==> src/rtl/axi_master_read_arbiter.sv <==
// rtl/axi_master_read_arbiter.sv - round-robin sharing of one AXI master read channel
module axi_master_read_arbiter #(
    parameter int NUM_PORTS  = 4,
    parameter int ADDR_WIDTH = 32,
    parameter int DATA_WIDTH = 32
) (
    input  logic                            ACLK,
    input  logic                            ARESET,
    input  logic [NUM_PORTS*ADDR_WIDTH-1:0] req_araddr,
    input  logic [NUM_PORTS*8-1:0]          req_arlen,
    input  logic [NUM_PORTS-1:0]            req_arvalid,
    output logic [NUM_PORTS-1:0]            req_arready,
    output logic [DATA_WIDTH-1:0]           req_rdata,
    output logic                            req_rlast,
    output logic [NUM_PORTS-1:0]            req_rvalid,
    input  logic [NUM_PORTS-1:0]            req_rready,
    output logic [ADDR_WIDTH-1:0]           araddr,
    output logic [7:0]                      arlen,
    output logic                            arvalid,
    input  logic                            arready,
    input  logic [DATA_WIDTH-1:0]           rdata,
    input  logic                            rlast,
    input  logic                            rvalid,
    output logic                            rready,
    output logic [NUM_PORTS-1:0]            grant,
    output logic                            len_error
);
    localparam int PW = $clog2(NUM_PORTS);

    typedef enum logic [1:0] {IDLE, ADDR, DATA} state_t;

    state_t                 state_q;
    logic [PW-1:0]          rr_ptr_q, gidx_q, win, rr_ptr_d;
    logic [NUM_PORTS-1:0]   grant_q, grant_d;
    logic [ADDR_WIDTH-1:0]  araddr_q, sel_addr;
    logic [7:0]             arlen_q, sel_len, beat_cnt_q;
    logic                   arvalid_q, len_error_q, found, r_fire;

    // Scan from rr_ptr upward with wrap; first pending requester wins.
    always_comb begin
        logic [PW-1:0] idx;
        found = 1'b0;
        win   = '0;
        idx   = rr_ptr_q;
        for (int k = 0; k < NUM_PORTS; k++) begin
            if (!found && req_arvalid[idx]) begin
                found = 1'b1;
                win   = idx;
            end
            idx = (idx == PW'(NUM_PORTS - 1)) ? '0 : idx + 1'b1;
        end
    end

    always_comb begin
        sel_addr = '0;
        sel_len  = '0;
        grant_d  = '0;
        for (int i = 0; i < NUM_PORTS; i++) begin
            if (win == PW'(i)) begin
                sel_addr   = req_araddr[i*ADDR_WIDTH +: ADDR_WIDTH];
                sel_len    = req_arlen[i*8 +: 8];
                grant_d[i] = 1'b1;
            end
        end
        rr_ptr_d = (gidx_q == PW'(NUM_PORTS - 1)) ? '0 : gidx_q + 1'b1;
    end

    always_comb begin
        req_arready = '0;
        req_rvalid  = '0;
        if (state_q == IDLE && found) req_arready[win] = 1'b1;
        if (state_q == DATA) req_rvalid[gidx_q] = rvalid;
    end

    assign rready    = (state_q == DATA) && req_rready[gidx_q];
    assign r_fire    = rvalid && rready;
    assign req_rdata = rdata;
    assign req_rlast = rlast;
    assign araddr    = araddr_q;
    assign arlen     = arlen_q;
    assign arvalid   = arvalid_q;
    assign grant     = grant_q;
    assign len_error = len_error_q;

    always_ff @(posedge ACLK) begin
        if (ARESET) begin
            state_q     <= IDLE;
            rr_ptr_q    <= '0;
            gidx_q      <= '0;
            grant_q     <= '0;
            araddr_q    <= '0;
            arlen_q     <= '0;
            arvalid_q   <= 1'b0;
            beat_cnt_q  <= '0;
            len_error_q <= 1'b0;
        end else begin
            case (state_q)
                IDLE: if (found) begin
                    araddr_q   <= sel_addr;
                    arlen_q    <= sel_len;
                    gidx_q     <= win;
                    grant_q    <= grant_d;
                    beat_cnt_q <= '0;
                    arvalid_q  <= 1'b1;
                    state_q    <= ADDR;
                end
                ADDR: if (arready) begin
                    arvalid_q <= 1'b0;
                    state_q   <= DATA;
                end
                DATA: if (r_fire) begin
                    beat_cnt_q <= beat_cnt_q + 8'd1;
                    // rlast must coincide exactly with the beat numbered arlen
                    if (rlast != (beat_cnt_q == arlen_q)) len_error_q <= 1'b1;
                    if (rlast) begin
                        grant_q  <= '0;
                        rr_ptr_q <= rr_ptr_d;
                        state_q  <= IDLE;
                    end
                end
                default: state_q <= IDLE;
            endcase
        end
    end
endmodule

==> config.mk <==
export PLATFORM = sky130hd
export DESIGN_NAME = axi_master_read_arbiter
export DESIGN_NICKNAME = d
export VERILOG_FILES = /design/src/rtl/axi_master_read_arbiter.sv
export SDC_FILE = /design/constraint.sdc
export NUM_CORES = 1
export LEC_CHECK = 0
export CORE_AREA = 3 3 112 114
export DETAILED_ROUTE_END_ITERATION = 8
export DIE_AREA = 0 0 115 117
export MAX_ROUTING_LAYER = met4
export PLACE_DENSITY = 0.81
export SLEW_MARGIN = 5
export SYNTH_ARGS = -nofsm -noshare
export SYNTH_HDL_FRONTEND = slang
export SYNTH_SLANG_ARGS = --single-unit
==> constraint.sdc <==
create_clock -name ACLK -period 3.9 [get_ports ACLK]
set_input_delay 0.78 -clock ACLK [delete_from_list [all_inputs] [get_ports ACLK]]
set_output_delay 0.78 -clock ACLK [all_outputs]
set_load 0.02 [all_outputs]
* After elaboration in Yosys (flattened, before gate mapping)
Index checks and enable logic that the tools add are counted.
** Operators by class
- Add/subtract/negate cells :: 5
- $mul :: 0
- Div/mod/pow operators :: 0
- Magnitude comparators :: 8
- Eq/ne operators :: 15
- Shifts and indexed selects :: 0
- Muxes and demuxes :: 55
- Bitwise logic cells :: 1
- Reductions and logical operators :: 22
** Operators with widths (number)
- two-way mux 32 bit :: 4
- two-way mux 8 bit :: 6
- two-way mux 2 bit :: 12
- two-way mux 4 bit :: 5
- less-than comparator 2 x 3 -> 1 bit, second input constant :: 6
- two-way mux 1 bit :: 17
- one-hot mux 8 bit (2 select lines) :: 1
- == test 2 bit, second input constant :: 7
- AND reduction 3 bit :: 4
- binary-select mux 1 bit (select 2 bit) :: 5
- adder 2 x 1 -> 2 bit, second input constant :: 4
- adder 8 x 1 -> 8 bit, second input constant :: 1
- == test 8 bit :: 1
- logical AND 1 bit :: 8
- != test 2 bit, second input constant :: 4
- one-hot mux 4 bit (2 select lines) :: 1
- AND reduction 4 bit :: 2
- one-hot mux 2 bit (3 select lines) :: 1
- bitwise AND 4 bit :: 1
- demux 1 bit (select 2 bit) :: 2
- == test 2 x 1 -> 1 bit, second input constant :: 2
- >= comparator 2 x 1 -> 1 bit, second input constant :: 2
- logical NOT 2 bit :: 2
- nonzero test 2 bit :: 2
- 4 further kinds :: 6
** Word-level totals
- Bits in registers :: 60
- Bits in latches :: 0
- Memory bits (writable) :: 0
- Memory bits (read-only) :: 0
- Bits of input ports :: 205
- Output and inout bits :: 88
- Word-level logic and storage cells :: 115
- Memories kept :: 0

* Depth between registers and ports, before layout
- Depth after elaboration :: 17
- Depth in mapped cells :: 11
- Mapped depth without buffers :: 8

* Least setup slack after synthesis
Ideal clock, no wire load.
- Kind :: register to output
- From :: reg rr_ptr_q[1]
- To :: out req_arready[0]
- Arrival time :: 2494 ps
- Required time :: 3120 ps
- Setup slack :: 626 ps
- Stages on the path, launching flop included :: 10
- Buffers on the path :: 3
- Cell sequence :: dfxtp_1 ha_1 or2_1 clkbuf_1 mux2i_1 o22ai_1 a311o_1 buf_2 buf_2 nor3_1
** On the way
- Word-level cells in the longest chain between the ends :: 17
- Elaborated cells on any way between the ends :: 38
- Those cells by class :: 3 x add/sub; 2 x order compare; 3 x eq/ne; 22 x mux; 8 x reduce/logical
** Ends and longest elaborated chain
- start, declared :: line 33 : logic [PW-1:0] rr_ptr_q, gidx_q, win, rr_ptr_d;
- start signal, assigned :: line 117 : rr_ptr_q <= rr_ptr_d;
- branches (longest 16 deep; another with less-than comparator 2 x 3 -> 1 bit)
- two-way mux 4 bit (*) :: line 71 : if (state_q == IDLE && found) req_arready[win] = 1'b1;
- end, declared :: line 12 : output logic [NUM_PORTS-1:0] req_arready,
Every way passes the cells marked *. The select of a mux whose other input is x is not followed.

* Worst setup path in the final report
- From :: in req_arvalid[1]
- To :: out req_arready[1]
** On the way
- Word-level cells in the longest chain between the ends :: 17
- Elaborated cells on any way between the ends :: 29
- Those cells by class :: 2 x order compare; 19 x mux; 8 x reduce/logical
** Ends and longest elaborated chain
- start, declared :: line 11 : input logic [NUM_PORTS-1:0] req_arvalid,
- binary-select mux 1 bit (select 2 bit) :: line 46 : if (!found && req_arvalid[idx]) begin
- two-way mux 1 bit (implied by the code) :: line 46
- two-way mux 1 bit :: line 46
- logical NOT 1 bit :: line 46
- logical AND 1 bit :: line 46
- two-way mux 1 bit :: line 46
- logical NOT 1 bit :: line 46
- logical AND 1 bit :: line 46
- two-way mux 1 bit :: line 46
- logical NOT 1 bit :: line 46
- logical AND 1 bit :: line 46
- two-way mux 2 bit :: line 46
- less-than comparator 2 x 3 -> 1 bit (implied by the code) / >= comparator 2 x 1 -> 1 bit (equally long branches) :: line 71
- logical AND 1 bit (implied by the code) :: line 71
- two-way mux 1 bit (implied by the code) :: line 71
- demux 1 bit (select 2 bit) :: line 71
- two-way mux 4 bit (*) :: line 71
Mark *: on every way between the ends. The rest lies on a longest branch, timed or not. The select of a mux whose other input is x is not followed.

==> metrics.md <==
| Metric | Value |
|---|---|
| Status | finished, final reports clean |
| First-pass GRT wire length | ~21 mm |
| Reg-to-reg slack, setup | a little over 700 ps |
| RSZ-0062 raised after global routing | false |
| Max Cap Viol | 0 |
| Fillcell total | 995 |
| Most frequent cells in the layout | clkdlybuf4s50_1, mux2i_1, dfxtp_1 |
| Hold buffers post-CTS | 0 |
| Synth Register Bits | 60 |
| Post-placement cell area | between 6000 and 7000 µm² |
| Nets | 856 |
| Max stage delay on crit path | between 400 and 500 ps |
| Cell family with most CP delay | buffers and inverters |
| Number of port buffers | ~230 |
| Die Span Y | approximately 120 µm |
| Clk_lat worst skew | ~320 ps |
| Num Clock Sinks | 60 |
| CP max stage cell | mux4_2 |
| Levels on crit path | 8 |
| Pwr Density | between 300 and 400 nW/µm² |
| Die ar. | 13500 µm² |
| Antenna violations before repair | 0 |
| Drt via density | roughly 5.3 |
| Gr usage total | 0.202 |
| Clock tree root driver cell | clkbuf_16 |
| Routed WL per cell | roughly 17 µm |
| FP Rows | 39 |
| Max clock buf depth | 2 |
| Cell area after layout | 6720 µm² |
| Worst Tran Pin Value | roughly 800 ps |
| Final count of hold timing violations | 0 |
| Critical path startpoint category | primary input |
| Peak supply drop | roughly 230 µV |
| Antenna diode count | 0 |
| Vias in the first global route | roughly 4.4k |
| Worst Setup End Kind | primary output |
| Largest net degree at the start of global routing | between 40 and 50 |
| Reg2Reg Launch Point | rr_ptr_q[1] |
| Type of the worst setup path | primary input to primary output |
| Setup violators final | 0 |
| Die X | 115 µm |
| WL final | approximately 14 mm |
| Initial Util | 0.360 |
| Synth Area per Inst | 9.29 µm² |
| Post-DP HPWL | around 11 mm |
| Reg area | about 1200 µm² |
| Clock Skews | ~5.3 ps |
| Util after Layout | 0.583 |
| Crit-path cells | clkdlybuf4s50_1 > buf_4 > nand2b_1 > mux4_2 > o311ai_1 > o211a_2 > and3_1 > dlygate4sd2_1 |
| Mapped cell area | between 4000 and 5000 µm² |
| Area added between synthesis and finish | 61.8% |
| Crit path from | req_arvalid[1] |
| Core ar. | around 12000 µm² |
| ANT nets after route | 0 |
| Num CTS Buffers | 9 |
| Critical Path Sink | req_arready[1] |
| Fraction of layout cells with a size suffix above 1 | 0.137 |
| Finished Layout Cells | slightly below 800 |
| Hold WC Path Type | register to register |
| WP buf/inv | 3 |
| Inst Count DP | around 780 |
| Grt total ovfl | 0 |
| Footprint of the multi-input gates | approximately 2500 µm² |
| Sequential-to-total area share from yosys stat | 0.289 |
| Post-Synthesis Cells | 447 |
| Crit path arrival time | ~3000 ps |
| Final Cycle Share | 0.974 |
| CP max FO | 6 |
| Final Max Slew Viols | 0 |
| FMAX | ~0.26 GHz |
| Drt pass-1 iters | 5 |
| Commonest non-fill, non-tap cell in the layout | clkdlybuf4s50_1 |
| Initial DRC Count | approximately 280 |
| Routability cong. | about 0.84 |
| Final TNS setup | 0 ps |
| Clk pin slew, worst setup/hold paths | roughly 50 ps |
| H-Tree Depth | 3 |
| CP required | between 3000 and 4000 ps |
| Distinct cells, synth | 46 |
| RR Endpoint | araddr[0] |
| Vias | around 4.2k |
| Static Leak | 2.53 nW |
| Rel. slew slack | 0.473 |
| Reg2Reg Depth | 8 |
| Crit path time final | 3800 ps |
| DRC viols | 0 |
| CTS tree | built |
| Syn_nets | between 600 and 700 |
| # IOs | around 300 |
| Yosys warnings | 0 |
==> routing by layer <==
layer	routed length, µm	track usage	part of all wire
met5	0	-	0
met1	5570	0.225	0.40
met4	323	0.0704	0.023
met2	7220	0.365	0.52
met3	723	0.0314	0.052
==> per-stage QoR <==
| step | power (W) | setup slack (ps) | hold slack, ps |
|---|---|---|---|
| 2_1_floorplan | 0.00119 | 626 | 484 |
| 3_3_place_gp | 0.00153 | -165 | 445 |
| 3_5_place_dp | 0.00155 | -230 | 472 |
| 4_1_cts | 0.00241 | 18.9 | 482 |
| 5_1_grt | 0.00250 | 14.8 | 521 |
| 6_report | 0.00239 | 103 | 481 |
==> Yosys cell counts, drive strengths merged <==
cell	instances	area (µm²)
mux2i	83	831
dfxtp	60	1200
buf	53	390
nor2	41	154
nand2	37	141
o221a	24	270
nand3b	18	135
a21oi	17	85.1
o221ai	17	211
clkbuf	13	48.8
xor2	9	78.8
and3	8	50.1
nand2b	8	50.1
nand3	7	40.0
xnor2	7	61.3
ha	6	75.1
inv	4	15.0
o21ai	4	20.0
a211oi	3	22.5
mux4	3	67.6
nor3	3	15.0
a311oi	2	30.0
and2	2	15.0
mux2	2	22.5
nor2b	2	12.5
nor4	2	12.5
or3	2	12.5
a311o	1	10.0
a31oi	1	6.26
nor4b	1	8.76
nor4bb	1	10.0
o211a	1	10.0
o211ai	1	7.51
o22ai	1	6.26
o311ai	1	8.76
or2	1	6.26
or3b	1	8.76
==> area by class of cell <==
type,instances,share of cell area
Inverter,4,0.00224
Sequential cell,60,0.179
Clock buffer,10,0.0356
Timing Repair Buffer,253,0.369
Clock inverter,6,0.0130
Tap cell,143,0.0266
Multi-Input combinational cell,317,0.374
==> worst reg2reg max path, stage by stage (launching register included) <==
cell,delay (ps)
dfxtp_1,480
ha_1,390
inv_1,220
mux4_2,540
o311ai_1,110
o211a_2,310
buf_4,490
mux2i_1,350
o221ai_1,160
==> state kept, by name, summed over array words and instances (netlist names) <==
signal and flops:
araddr 32, arlen 8, arvalid 1, beat_cnt_q 8, gidx_q 2, grant 4, len_error 1, rr_ptr_q 2
state_q 2
==> what timing repair did <==
action                     in CTS  in global routing
gates cloned                    0                  0
setup buffers                   0                  0
setup endpoints to repair       4                  1
gates resized for setup         4                  4
==> power by group <==
part	switching, W	internal, W	total (W)	leakage, nW
logic	0.000361	0.000448	0.000809	1.88
clock network	0.000282	0.000575	0.000857	0.151
registers	0.0000469	0.000679	0.000726	0.493
total	0.000689	0.00170	0.00239	2.53
==> logic make-up after synthesis <==
kind of cell	after synthesis	synth area share
compound gates	73	0.166
flops	60	0.289
xor+xnor	16	0.0338
simple gates	134	0.162
buf+inv	70	0.109
mux	88	0.222
fa+ha+maj	6	0.0181
==> worst min path at each step <==
| stage | start | endpoint | slack [ps] | cells after the start |
|---|---|---|---|---|
| 2_1_floorplan | beat_cnt_q[1] | beat_cnt_q[1] | 480 | 2 |
| 3_3_place_gp | arvalid | arvalid | 450 | 2 |
| 3_5_place_dp | arvalid | arvalid | 470 | 2 |
| 4_1_cts | arvalid | arvalid | 480 | 2 |
| 5_1_grt | arvalid | arvalid | 520 | 2 |
| 6_report | grant[2] | grant[2] | 480 | 2 |
(Power assumes the default switching activity.)
